**src/rtl/timer_tick_ctrl_if.sv**
```systemverilog
// Control/status bundle between timer_tick_ctrl and its surroundings.
// reload_cnt exists only when TIMER_AUTORELOAD_EN is defined.
interface timer_tick_ctrl_if;
  logic       start_p;
  logic       pause_p;
  logic       chain_zero;
  logic       digit_load;
  logic       tick_dn;
  logic       chain_en;
  logic       running;
  logic       timeout;
`ifdef TIMER_AUTORELOAD_EN
  logic [7:0] reload_cnt;
`endif

  modport master (
    output start_p, pause_p, chain_zero,
    input  digit_load, tick_dn, chain_en, running, timeout
`ifdef TIMER_AUTORELOAD_EN
    , input reload_cnt
`endif
  );

  modport slave (
    input  start_p, pause_p, chain_zero,
    output digit_load, tick_dn, chain_en, running, timeout
`ifdef TIMER_AUTORELOAD_EN
    , output reload_cnt
`endif
  );
endinterface

```
**src/rtl/timer_tick_ctrl.sv**
```systemverilog
// Prescaler + start/pause/done sequencer in front of the digit-timer chain.
// Optional TIMER_AUTORELOAD_EN: DONE lasts one cycle, then reloads; adds reload_cnt.
module timer_tick_ctrl #(
  parameter int unsigned TICK_DIV = 1000,
  parameter int unsigned LOAD_CYC = 2
) (
  input logic              clk,
  input logic              rst,
  timer_tick_ctrl_if.slave bus
);
  localparam int unsigned   PW      = (TICK_DIV > 1) ? $clog2(TICK_DIV) : 1;
  localparam logic [PW-1:0] PRE_MAX = PW'(TICK_DIV - 1);
  localparam logic [3:0]    LC_MAX  = 4'(LOAD_CYC - 1);

  typedef enum logic [2:0] {IDLE, LOAD, RUN, PAUSE, DONE} state_t;

  state_t        state, nxt;
  logic [PW-1:0] pre, pre_nxt;
  logic [3:0]    lc, lc_nxt;
  logic          tick_nxt;
  logic          digit_load, tick_dn, chain_en, running, timeout;

  always_comb begin
    nxt      = state;
    pre_nxt  = pre;
    lc_nxt   = lc;
    tick_nxt = 1'b0;
    case (state)
      IDLE: if (bus.start_p) begin
        nxt    = LOAD;
        lc_nxt = '0;
      end
      LOAD: begin
        if (bus.start_p) lc_nxt = '0;
        else if (lc == LC_MAX) begin
          nxt     = RUN;
          pre_nxt = '0;
        end else lc_nxt = lc + 4'd1;
      end
      RUN: begin
        if (bus.start_p) begin
          nxt     = LOAD;
          lc_nxt  = '0;
          pre_nxt = '0;
        end else if (bus.chain_zero) begin
          // a tick due this cycle is dropped: the chain is already empty
          nxt     = DONE;
          pre_nxt = '0;
        end else if (bus.pause_p) nxt = PAUSE;
        else begin
          tick_nxt = (pre == PRE_MAX);
          pre_nxt  = (pre == PRE_MAX) ? '0 : pre + 1'b1;
        end
      end
      PAUSE: begin
        if (bus.start_p) begin
          nxt    = LOAD;
          lc_nxt = '0;
        end else if (bus.pause_p) nxt = RUN;
      end
      DONE: begin
`ifdef TIMER_AUTORELOAD_EN
        nxt    = LOAD;
        lc_nxt = '0;
`else
        if (bus.start_p) begin
          nxt    = LOAD;
          lc_nxt = '0;
        end
`endif
      end
      default: nxt = IDLE;
    endcase
  end

  // Outputs are decoded from the next state so they leave the flops directly.
  always_ff @(posedge clk or negedge rst) begin
    if (!rst) begin
      state      <= IDLE;
      pre        <= '0;
      lc         <= '0;
      digit_load <= 1'b0;
      tick_dn    <= 1'b0;
      chain_en   <= 1'b0;
      running    <= 1'b0;
      timeout    <= 1'b0;
    end else begin
      state      <= nxt;
      pre        <= pre_nxt;
      lc         <= lc_nxt;
      digit_load <= (nxt == LOAD);
      tick_dn    <= tick_nxt;
      chain_en   <= (nxt == RUN);
      running    <= (nxt == RUN);
      timeout    <= (nxt == DONE);
    end
  end

  assign bus.digit_load = digit_load;
  assign bus.tick_dn    = tick_dn;
  assign bus.chain_en   = chain_en;
  assign bus.running    = running;
  assign bus.timeout    = timeout;

`ifdef TIMER_AUTORELOAD_EN
  logic [7:0] reload_cnt;
  always_ff @(posedge clk or negedge rst) begin
    if (!rst) reload_cnt <= '0;
    else if (nxt == DONE && state != DONE) reload_cnt <= reload_cnt + 8'd1;
  end
  assign bus.reload_cnt = reload_cnt;
`endif
endmodule

```
**src/flat_wrapper.sv**
```systemverilog
// flat-port wrapper written by rule: the top's interface ports become plain ports
module timer_tick_ctrl_flat 
#(
  parameter int unsigned TICK_DIV = 1000,
  parameter int unsigned LOAD_CYC = 2
)
  (clk, rst, bus_start_p, bus_pause_p, bus_chain_zero, bus_digit_load, bus_tick_dn, bus_chain_en, bus_running, bus_timeout);
  timer_tick_ctrl_if bus_i ();
  input logic clk;
  input logic rst;
  input wire logic [$bits(bus_i.start_p)-1:0] bus_start_p;
  input wire logic [$bits(bus_i.pause_p)-1:0] bus_pause_p;
  input wire logic [$bits(bus_i.chain_zero)-1:0] bus_chain_zero;
  output wire logic [$bits(bus_i.digit_load)-1:0] bus_digit_load;
  output wire logic [$bits(bus_i.tick_dn)-1:0] bus_tick_dn;
  output wire logic [$bits(bus_i.chain_en)-1:0] bus_chain_en;
  output wire logic [$bits(bus_i.running)-1:0] bus_running;
  output wire logic [$bits(bus_i.timeout)-1:0] bus_timeout;
  assign bus_i.start_p = bus_start_p;
  assign bus_i.pause_p = bus_pause_p;
  assign bus_i.chain_zero = bus_chain_zero;
  assign bus_digit_load = bus_i.digit_load;
  assign bus_tick_dn = bus_i.tick_dn;
  assign bus_chain_en = bus_i.chain_en;
  assign bus_running = bus_i.running;
  assign bus_timeout = bus_i.timeout;
  timer_tick_ctrl #(.TICK_DIV(TICK_DIV), .LOAD_CYC(LOAD_CYC)) u_core (.clk(clk), .rst(rst), .bus(bus_i));
endmodule
```
**config.mk**
```make
export PLATFORM = sky130hd
export DESIGN_NAME = timer_tick_ctrl_flat
export DESIGN_NICKNAME = d
export VERILOG_FILES = /design/src/rtl/timer_tick_ctrl_if.sv /design/src/rtl/timer_tick_ctrl.sv /design/src/flat_wrapper.sv
export SDC_FILE = /design/constraint.sdc
export NUM_CORES = 1
export LEC_CHECK = 0
export ABC_AREA = 1
export BUFFER_PORTS_ARGS = -buffer_cell sky130_fd_sc_hd__buf_4
export CORE_MARGIN = 2
export CORE_UTILIZATION = 59
export DETAILED_ROUTE_END_ITERATION = 12
export GPL_TIMING_DRIVEN = 0
export PLACE_DENSITY = 0.84
export SLEW_MARGIN = 20
export SYNTH_ARGS = -nofsm -noshare
export SYNTH_HDL_FRONTEND = slang
export SYNTH_SLANG_ARGS = --single-unit
```
**constraint.sdc**
```tcl
create_clock -name clk -period 1.95 [get_ports clk]
set_input_delay 0 -clock clk [delete_from_list [all_inputs] [get_ports clk]]
set_output_delay 0 -clock clk [all_outputs]
set_load 0.01 [all_outputs]
```
==> results of run 1 <==
==> through the flow <==
stage               area, um2  power (mW)  cells  utilization  hold WS, ps
floorplan                1340       0.934    175            -         -296
global placement         1440        1.04    212        0.664         -100
detailed placement       1440        1.06    212        0.664        -96.7
CTS                      1490        1.28    218        0.686         15.3
global route             1490        1.37    218        0.686         36.1
finish                   1490        1.27    218        0.686         16.4
==> metal layers <==
| layer | vias up | part of all wire |
|---|---|---|
| met5 | - | 0 |
| met4 | 0 | 0.0096 |
| met3 | 4 | 0.061 |
| met2 | 47 | 0.49 |
| met1 | 531 | 0.44 |
| li1 | 577 | - |
==> critical path: stages (launching register included) <==
cell,delay (ps)
dfrtp_1,430
inv_1,70
ha_1,150
nand2_1,70
nor2_1,180
nand2_4,110
nand2_8,110
nand2_8,80
inv_8,90
o21ai_1,60
nand2_1,60
inv_1,30
==> synth_stat cells <==
master and n:
a21oi_1 1, a21oi_2 1, buf_4 1, dfrtp_1 21, ha_1 3, inv_1 29, inv_2 5, inv_8 1
nand2_1 33, nand2_2 4, nand2_4 3, nand2_8 2, nand3_1 12, nand3_4 1, nand4_1 6, nor2_1 18
nor2_2 4, nor2_4 2, nor3_1 5, nor3b_1 1, nor4_1 1, o21ai_0 9, o21ai_1 7, o21ai_2 2
xnor2_1 1, xor2_1 2
==> layout by cell type (no fill, tap or decap), types with 2 or more instances in the layout <==
| master | n |
|---|---|
| nand2_1 | 33 |
| inv_1 | 29 |
| dfrtp_1 | 21 |
| nor2_1 | 18 |
| nand3_1 | 12 |
| buf_4 | 10 |
| o21ai_0 | 9 |
| o21ai_1 | 7 |
| nand4_1 | 6 |
| inv_2 | 5 |
| nor3_1 | 5 |
| nor2_2 | 4 |
| nand2_2 | 4 |
| nand2_4 | 3 |
| ha_1 | 3 |
| clkbuf_4 | 3 |
| nor2_4 | 2 |
| o21ai_2 | 2 |
| nand2_8 | 2 |
| xor2_1 | 2 |
| dlygate4sd3_1 | 2 |
==> sequential cells by signal, indices dropped and copies added (netlist names) <==
name and flops:
u_core.bus.digit_load 1, u_core.pre 10, u_core.bus.chain_en 1, u_core.bus.timeout 1
u_core.lc 4, u_core.state 3, u_core.bus.tick_dn 1
==> worst max path at each step <==
| stage | start | endpoint | slack, ps |
|---|---|---|---|
| 4_1_cts | u_core.lc[1] | u_core.pre[7] | 420 |
| 3_3_place_gp | u_core.lc[1] | u_core.pre[7] | 480 |
| 3_5_place_dp | u_core.lc[1] | u_core.pre[7] | 440 |
| 2_1_floorplan | u_core.lc[1] | u_core.pre[7] | 580 |
| 6_report | u_core.lc[1] | u_core.pre[7] | 410 |
| 5_1_grt | u_core.lc[1] | u_core.pre[7] | 280 |
==> cell families after synthesis <==
kind of cell	count (synthesis)
and+or+nand+nor	92
buffers and inverters	36
DFF	21
AOI/OAI and AO/OA	20
xor gates and xnor gates	3
adders and majority gates	3
==> cell type report <==
class,instances,area [um2]
fill,189,682
sequential,21,526
multi-input combinational,118,667
tap,28,35.0
inverter,35,139
timing repair buffer,11,87.6
buffer,1,7.51
clock buffer,4,26.3
==> report_power, final <==
group	internal, mW	total, mW	switching, mW
combinational	0.175	0.516	0.340
sequential	0.486	0.545	0.0591
clock	0.0797	0.212	0.132
total	0.741	1.27	0.531
==> key figures, run 1 <==
Detailed routing
  • Vias per cell: 5.32
  • Routed WL: 2710 um
  • TritonRoute pass-1 iters: 4
  • Residual DRC: 0
  • Drt wl/cell: 12.4 um
  • Via count: 1159
  • Iteration-0 DRC count of the detailed router: 28
  • Antenna Nets Post-Route: 0

Placed design
  • # port buffers: 9
  • Pre-CTS setup slack: 436 ps
  • Hpwl dp: 2000 um
  • Routability cong.: 0.888

Global routing
  • First-pass GRT wire length: 4810 um
  • Met1 usage: 0.313
  • Largest net degree at the start of global routing: 22
  • Vias in the first global route: 1136
  • Gr usage total: 0.244
  • Total gr overflow: 0
  • Initial antenna violation count: 0
  • Met3 GRT Util: 0.0287
  • GRT met2 Usage: 0.415
  • Busiest layer in global routing: met2

Timing
  • Setup tns final: 0 ps
  • Slew HR: 0.818
  • Period utilization: 0.791
  • Worst slew pin tran: 273 ps
  • Setup-failing EPs final: 0
  • Fmax: 0.648 GHz
  • Minimum clock period: 1540 ps
  • Max Clock Skew: 4.35 ps
  • Worst setup slack after layout: 408 ps
  • Fin. max-slew vios: 0
  • Final hold violation count: 0
  • Unrepaired setup endpoints after global routing: false

Synthesis
  • Mapped Nets: 183
  • Area contributors post-synth: dfrtp_1 (39%), nand2_1 (9.3%), inv_1 (8.1%)
  • Netlist cell types: 26
  • Largest family of logic cells by synthesized area: simple AND/OR/NAND/NOR gates
  • Seq/Total Area, Yosys: 0.393
  • Synthesized instance count: 175
  • Synth Area in Compound Gates: 0.0832
  • Mapped Area: 1340 um2
  • Synth area leader: dfrtp_1
  • Syn Area/Cell: 7.65 um2
  • Multiplexer share of the synthesized area: 0
  • Post-synthesis adder-cell area fraction: 0.0280
  • Synth Area in Simple Gates: 0.367
  • Seq cells post-synth: 21
  • Xor and xnor area share after synthesis: 0.0196
  • Synthesis Warnings: 0
  • Top cell type's share of synthesized area: 0.393

CTS
  • # resized after CTS: 0
  • CTS buffer count: 3
  • Worst-path clk slew: 120 ps
  • Clock buffer depth: 2
  • Postcts setup bufs: 0
  • Clock Sinks: 21
  • CTS tree: done
  • Clock Root Buffer: clkbuf_4
  • Hold_buf cts: 2
  • Worst-Skew Late Latency: 300 ps
  • H-tree depth reported by CTS: 1

Floorplan
  • Die extent in x: 51.6 um
  • Core Area: 2170 um2
  • Initial Util: 0.617
  • # IOs: 10
  • Die Y: 51.6 um
  • DIE AREA: 2670 um2
  • Site Rows: 17

Critical path
  • Crit. End Element: flip-flop
  • Crit Path Class: reg -> reg
  • CP max FO: 9
  • Reg2Reg Setup Slack: 410 ps
  • Worst setup SP type: flip-flop
  • Register-to-Register Path Depth: 11
  • Crit path DAT: 1760 ps
  • Critical path required time: 2170 ps
  • Reg2reg end: u_core.pre[7]
  • Worst R2R Start: u_core.lc[1]

Hold path
  • Worst Hold Path Cells: 4
  • Hold EP: u_core.lc[2]
  • Min-Delay Path Class: in -> reg
  • Hold Startpoint: bus_start_p

Job
  • Max_cap viols: 0

Layout
  • Fin nets: 199
  • # diodes: 0
  • Area delta synth->final: 11.1%
  • Layout cells sized above 1: 0.200

Run status
  • Outcome: finished clean

Power and ir drop
  • Worst vdd ir: 0.576 mV
  • Leak: 0.753 nW
  • Pwr Density: 855 nW/um2
No activity file was read; power rests on OpenSTA's default activity.
==> inputs of run 2 (changes only) <==
Settings changed: ABC_AREA 1 to 0, CORE_UTILIZATION 59 to 58.
Clock period 1.95 ns to 1.6 ns, I/O delays scaled along.
==> run 2 against run 1 <==
- the flow now finishes with violations (negative setup slack)
- wire length up 0.63%
- cell area increased by 0.92%
- synthesized cell count decreased by 31%
- critical path depth down 4
- synthesized area decreased by 10%
- core utilization increased by 8.0 points
- first-iteration DRC count rose by 75%
==> key figures, run 2 <==
Run status
  • Outcome: complete, but fails checks
  • Failing checks: negative setup slack

Layout
  • Largest registers: u_core.pre x10, u_core.lc x4, u_core.state x3
  • Most frequent cells in the layout: dfrtp_1 (21), buf_4 (17), nand2_1 (13)
  • Non-Filler Instances: 173 (-21%)
  • Seq. cell area: 526 um2 (unchanged)
  • Layout cells sized above 1: 0.295 (+0.0945)
  • Commonest non-fill, non-tap cell in the layout: dfrtp_1
  • Fin nets: 155 (-22%)
  • Area delta synth->final: 25.0%
  • Final core occ: 0.765 (+0.0796)
  • Fin area: 1500 um2 (+0.92%)
  • # diodes: 0 (unchanged)
  • Area of the multi-input gates: 703 um2 (+5.4%)
  • Fill cells: 147 (-22%)
  • Number of flip-flops under the largest register name: 10 (unchanged)
  • Largest Register: u_core.pre

Synthesis
  • Mapped Area: 1200 um2 (-10%)
  • Netlist cell types: 38 (+46%)
  • Top cell type's share of synthesized area: 0.438 (+0.0450)
  • Seq/Total Area, Yosys: 0.438 (+0.0450)
  • Mapped Nets: 129 (-30%)
  • Synth area leader: dfrtp_1
  • Synthesis Warnings: 0 (unchanged)
  • EDFF count, synth: 0 (unchanged)
  • Area contributors post-synth: dfrtp_1 (44%), nor3_1 (5.0%), nand2_1 (4.4%)
  • Count leader, synth: dfrtp_1
  • Synthesized instance count: 121 (-31%)
  • Asr flop ratio synth: 1.00 (unchanged)
  • Synth top cells by count: dfrtp_1 (21), nand2_1 (14), nor3_1 (12)
  • Seq cells post-synth: 21 (unchanged)
  • Syn Area/Cell: 9.93 um2 (+30%)
  • Post-synth top flop: dfrtp_1

Placed design
  • # port buffers: 9 (unchanged)
  • Routability cong.: 0.811 (-8.7%)
  • Placed cells: 157 (-26%)
  • Hpwl dp: 1790 um (-10%)
  • Cell Area, Placed: 1310 um2 (-9.4%)
  • Pre-CTS setup slack: -567 ps (-1000 ps)

Critical path
  • Critical path required time: 1850 ps (-320 ps)
  • CP max FO: 7 (-2)
  • Crit. End Element: flip-flop
  • Crit path DAT: 2260 ps (+500 ps)
  • Reg2Reg Setup Slack: -410 ps (-820 ps)
  • Worst setup SP type: flip-flop
  • Crit Path Class: reg -> reg

Timing
  • Final hold violation count: 0 (unchanged)
  • Worst hold margin: 44.7 ps (+28.2 ps)
  • Max Clock Skew: 2.11 ps (-2.24 ps)
  • Fmax: 0.498 GHz (-23%)
  • Fin. max-slew vios: 0 (unchanged)
  • Period utilization: 1.26 (+0.465)
  • Setup-failing EPs final: 17 (+17)
  • Unrepaired setup endpoints after global routing: true
  • Slew HR: 0.663 (-0.155)
  • Worst slew pin tran: 501 ps (+229 ps)
  • Setup tns final: -5130 ps (-5130 ps)
  • Worst setup slack after layout: -410 ps (-818 ps)
  • Minimum clock period: 2010 ps (+468 ps)

Power and ir drop
  • Total Power: 1.78 mW (+40%)
  • Worst vdd ir: 0.834 mV (+45%)
  • Pwr Density: 1190 nW/um2 (+39%)
  • Leak: 0.613 nW (-19%)

Global routing
  • First-pass GRT wire length: 4230 um (-12%)
  • Vias in the first global route: 968 (-15%)
  • Largest net degree at the start of global routing: 22 (unchanged)
  • Total gr overflow: 0 (unchanged)
  • Initial antenna violation count: 0 (unchanged)
  • Gr usage total: 0.222 (-0.0225)

Detailed routing
  • Via count: 1059 (-8.6%)
  • Antenna Nets Post-Route: 0 (unchanged)
  • Iteration-0 DRC count of the detailed router: 49 (+75%)
  • TritonRoute pass-1 iters: 4 (unchanged)
  • Vias per cell: 6.12 (+15%)
  • Routed WL: 2730 um (+0.63%)
  • Drt wl/cell: 15.8 um (+27%)
  • Residual DRC: 0 (unchanged)

CTS
  • Clock Root Buffer: clkbuf_4
  • CTS buffer count: 3 (unchanged)
  • Worst-path clk slew: 120 ps (about the same)
  • H-tree depth reported by CTS: 1 (unchanged)
  • Clock buffer depth: 2 (unchanged)
  • Worst-Skew Late Latency: 300 ps (about the same)
  • CTS tree: done
  • Clock Sinks: 21 (unchanged)

Floorplan
  • Die extent in x: 49.5 um (-4.1%)
  • Site Rows: 16 (-1)
  • DIE AREA: 2450 um2 (-8.1%)
  • # IOs: 10 (unchanged)
  • Core Area: 1960 um2 (-9.6%)
  • Die Y: 49.5 um (-4.1%)
  • Initial Util: 0.612 (-0.00483)

Job
  • Max_cap viols: 0 (unchanged)

Hold path
  • Min-Delay Path Class: in -> reg
[run 2: layer usage]
metal,GRT usage,part of all wire,up-vias
li1,-,-,513
met5,0,0,-
met3,0.0303,0.033,4
met2,0.396,0.51,23
met4,0.0602,0.017,0
met1,0.281,0.44,519
[run 2: kinds of logic after synthesis]
group                    Yosys count  synth area share
AO/OA/AOI/OAI                     26             0.180
adder cells (fa/ha/maj)            3            0.0313
buffers and inverters              8            0.0292
flip-flops                        21             0.437
multiplexers                       4            0.0354
AND/OR/NAND/NOR                   59             0.286
[run 2: area by class of cell]
| type | count | area share |
|---|---|---|
| multi-input combinational | 92 | 0.468 |
| sequential | 21 | 0.350 |
| timing repair buffer | 21 | 0.116 |
| tap | 27 | 0.0225 |
| buffer | 6 | 0.0200 |
| clock buffer | 3 | 0.0150 |
| inverter | 2 | 0.00500 |
| clock inverter | 1 | 0.00333 |
[run 2: path summary, 6_finish.rpt]
check | from | endpoint | depth (start not counted)
max | u_core.lc[1] | u_core.pre[6] | 7
min | bus_chain_zero | u_core.state[1] | 4
max reg2reg | u_core.lc[1] | u_core.pre[6] | 7
min reg2reg | u_core.pre[1] | u_core.pre[1] | 2
max in group asynchronous | rst | u_core.pre[3] | 2
min in group asynchronous | rst | u_core.pre[8] | 2
[run 2: report_power, final]
part	total, mW	leakage, nW	internal [mW]	switching [mW]
clock network	0.255	0.0177	0.0933	0.162
registers	0.654	0.285	0.608	0.0459
logic	0.873	0.310	0.418	0.455
[run 2: what timing repair did]
item	in CTS	in global routing
endpoints found under the setup margin	17	18
endpoints found under the hold margin	22	0
pin swaps	3	3
setup buffers	7	3
gates resized for setup	7	11
hold buffers	2	0
[run 2: worst max-delay path, cell delays in order (launching register included)]
cell and delay (ps):
dfrtp_1 410, inv_2 80, ha_4 120, or4b_4 490, o32a_4 380, nor3_4 180, buf_6 140, a221o_1 150
==> inputs of run 3 (changes only) <==
Clock period 1.6 ns to 2.29 ns, I/O delays scaled along.
==> run 3 against run 2 <==
- the flow now finishes without violations
- die area unchanged
- via count decreased by 3.7%
- global-route usage increased by 0.68 points
- clock power decreased by 31%
- critical endpoint is now u_core.pre[3]
- critical path type unchanged
- final cell count decreased by 5.8%
- largest cell class unchanged
- sequential power decreased by 30%
- combinational power decreased by 46%
==> key figures, run 3 (synthesis gave the netlist of run 2 again) <==
Run status
  • Outcome: finished clean

Critical path
  • Crit Path Class: reg -> reg
  • Reg2reg end: u_core.pre[3]
  • Worst path cell trace: inv_1 -> ha_1 -> or4b_4 -> o32a_4 -> nor3_4 -> a221o_1
  • Worst setup SP type: flip-flop
  • Largest stage delay, worst path: 520 ps (+30 ps)
  • Crit path DAT: 2350 ps (+90 ps)
  • Number of buffers and inverters on the critical path: 1 (-1)
  • WP depth: 6 (-1)
  • Critical-path top delay cell: or4b_4
  • Crit. End Element: flip-flop
  • CP max FO: 8 (+1)
  • Worst R2R Start: u_core.lc[1]
  • Critical Path Sink: u_core.pre[3]
  • Reg2Reg Setup Slack: 180 ps (+590 ps)
  • Critical path required time: 2530 ps (+680 ps)
  • Launch point of the critical path: u_core.lc[1]
  • Register-to-Register Path Depth: 6 (-1)
  • Cell family with most CP delay: simple AND/OR/NAND/NOR gates

Placed design
  • Pre-CTS setup slack: 160 ps (+727 ps)
  • Hpwl dp: 1810 um (+0.90%)
  • Routability cong.: 0.839 (+3.5%)
  • # port buffers: 9 (unchanged)
  • Placed cells: 157 (unchanged)
  • Cell Area, Placed: 1300 um2 (-0.29%)

Timing
  • Final hold violation count: 0 (unchanged)
  • Slew HR: 0.535 (-0.128)
  • Max Clock Skew: 5.58 ps (+3.47 ps)
  • Worst hold margin: 85.7 ps (+41.0 ps)
  • Fmax: 0.473 GHz (-4.9%)
  • Fin. max-slew vios: 0 (unchanged)
  • Setup tns final: 0 ps (+5130 ps)
  • Unrepaired setup endpoints after global routing: false
  • Period utilization: 0.923 (-0.333)
  • Minimum clock period: 2110 ps (+104 ps)
  • Worst slew pin tran: 694 ps (+192 ps)
  • Setup-failing EPs final: 0 (-17)
  • Worst setup slack after layout: 176 ps (+586 ps)

Layout
  • Layout cells sized above 1: 0.154 (-0.140)
  • Final core occ: 0.693 (-0.0721)
  • Largest registers: u_core.pre x10, u_core.lc x4, u_core.state x3
  • Non-Filler Instances: 163 (-5.8%)
  • Area delta synth->final: 13.2%
  • Fin area: 1360 um2 (-9.4%)
  • Commonest non-fill, non-tap cell in the layout: dfrtp_1
  • Most frequent cells in the layout: dfrtp_1 (21), nand2_1 (14), nor3_1 (12)
  • Number of flip-flops under the largest register name: 10 (unchanged)
  • Largest Register: u_core.pre
  • # diodes: 0 (unchanged)
  • Fin nets: 145 (-6.5%)

Detailed routing
  • Routed WL: 2530 um (-7.3%)
  • Residual DRC: 0 (unchanged)
  • Antenna Nets Post-Route: 0 (unchanged)
  • TritonRoute pass-1 iters: 4 (unchanged)
  • Drt wl/cell: 15.5 um (-1.6%)
  • Via count: 1020 (-3.7%)
  • Iteration-0 DRC count of the detailed router: 26 (-47%)
  • Vias per cell: 6.26 (+2.2%)

CTS
  • H-tree depth reported by CTS: 1 (unchanged)
  • CTS buffer count: 3 (unchanged)
  • Clock Sinks: 21 (unchanged)
  • Clock Root Buffer: clkbuf_4
  • CTS tree: done
  • Clock buffer depth: 2 (unchanged)
  • Worst-Skew Late Latency: 300 ps (about the same)
  • Postcts setup bufs: 0 (-7)
  • Worst-path clk slew: 110 ps (about the same)

Power and ir drop
  • Pwr Density: 815 nW/um2 (-31%)
  • Total Power: 1.11 mW (-38%)
  • Worst vdd ir: 0.696 mV (-17%)
  • Leak: 0.544 nW (-11%)

Floorplan
  • Core Area: 1960 um2 (unchanged)
  • DIE AREA: 2450 um2 (unchanged)
  • Initial Util: 0.612 (unchanged)
  • Site Rows: 16 (unchanged)
  • Die extent in x: 49.5 um (unchanged)
  • # IOs: 10 (unchanged)
  • Die Y: 49.5 um (unchanged)

Global routing
  • Largest net degree at the start of global routing: 22 (unchanged)
  • Gr usage total: 0.228 (+0.00682)
  • Vias in the first global route: 968 (unchanged)
  • Initial antenna violation count: 0 (unchanged)
  • Total gr overflow: 0 (unchanged)
  • First-pass GRT wire length: 4280 um (+1.2%)

Hold path
  • Min-Delay Path Class: in -> reg

Job
  • Max_cap viols: 0 (unchanged)
run 3: cell count changes in the layout (fill, tap and decap cells not counted), sizes merged:
cell / before / now
clkbuf: 6 / 8
buf: 22 / 11
clkinv: 1 / 0
run 3: cell type report:
cell class | count | area, um2
repair buffers | 11 | 87.6
plain buffers | 6 | 27.5
multi-input cells | 92 | 652
inverters | 2 | 7.51
flip-flops and latches | 21 | 526
well taps | 27 | 33.8
clock buffers | 4 | 26.3
fillers | 171 | 602
run 3: metal layers:
layer / global-route usage / up-vias / share of wire
li1: - / 493 / -
met1: 0.284 / 497 / 0.43
met2: 0.414 / 26 / 0.53
met3: 0.0364 / 4 / 0.028
met4: 0.0556 / 0 / 0.0099
met5: 0 / - / 0
run 3: tightest hold or removal path, cell delays in order:
cell and delay, ps:
buf_4 110, nand2b_1 50, nand3b_1 90, a21oi_1 90
run 3: how the worst min path moves through the flow:
stage                             to           start  cells after the start
3_5_place_dp           u_core.pre[2]             rst                      1
3_3_place_gp   u_core.bus.digit_load             rst                      1
2_1_floorplan    u_core.bus.chain_en             rst                      0
4_1_cts              u_core.state[1]  bus_chain_zero                      4
6_report             u_core.state[1]  bus_chain_zero                      4
5_1_grt              u_core.state[1]  bus_chain_zero                      4
run 3: timing repair:
item,CTS,global route
gates resized for setup,0,1
setup endpoints to repair,0,1
endpoints found under the hold margin,22,0
hold buffers,2,0
run 3: report_power, final:
group          total (mW)  switching [mW]  internal [mW]
clock               0.175           0.107         0.0678
sequential          0.461          0.0362          0.425
combinational       0.473           0.273          0.200
total                1.11           0.416          0.692
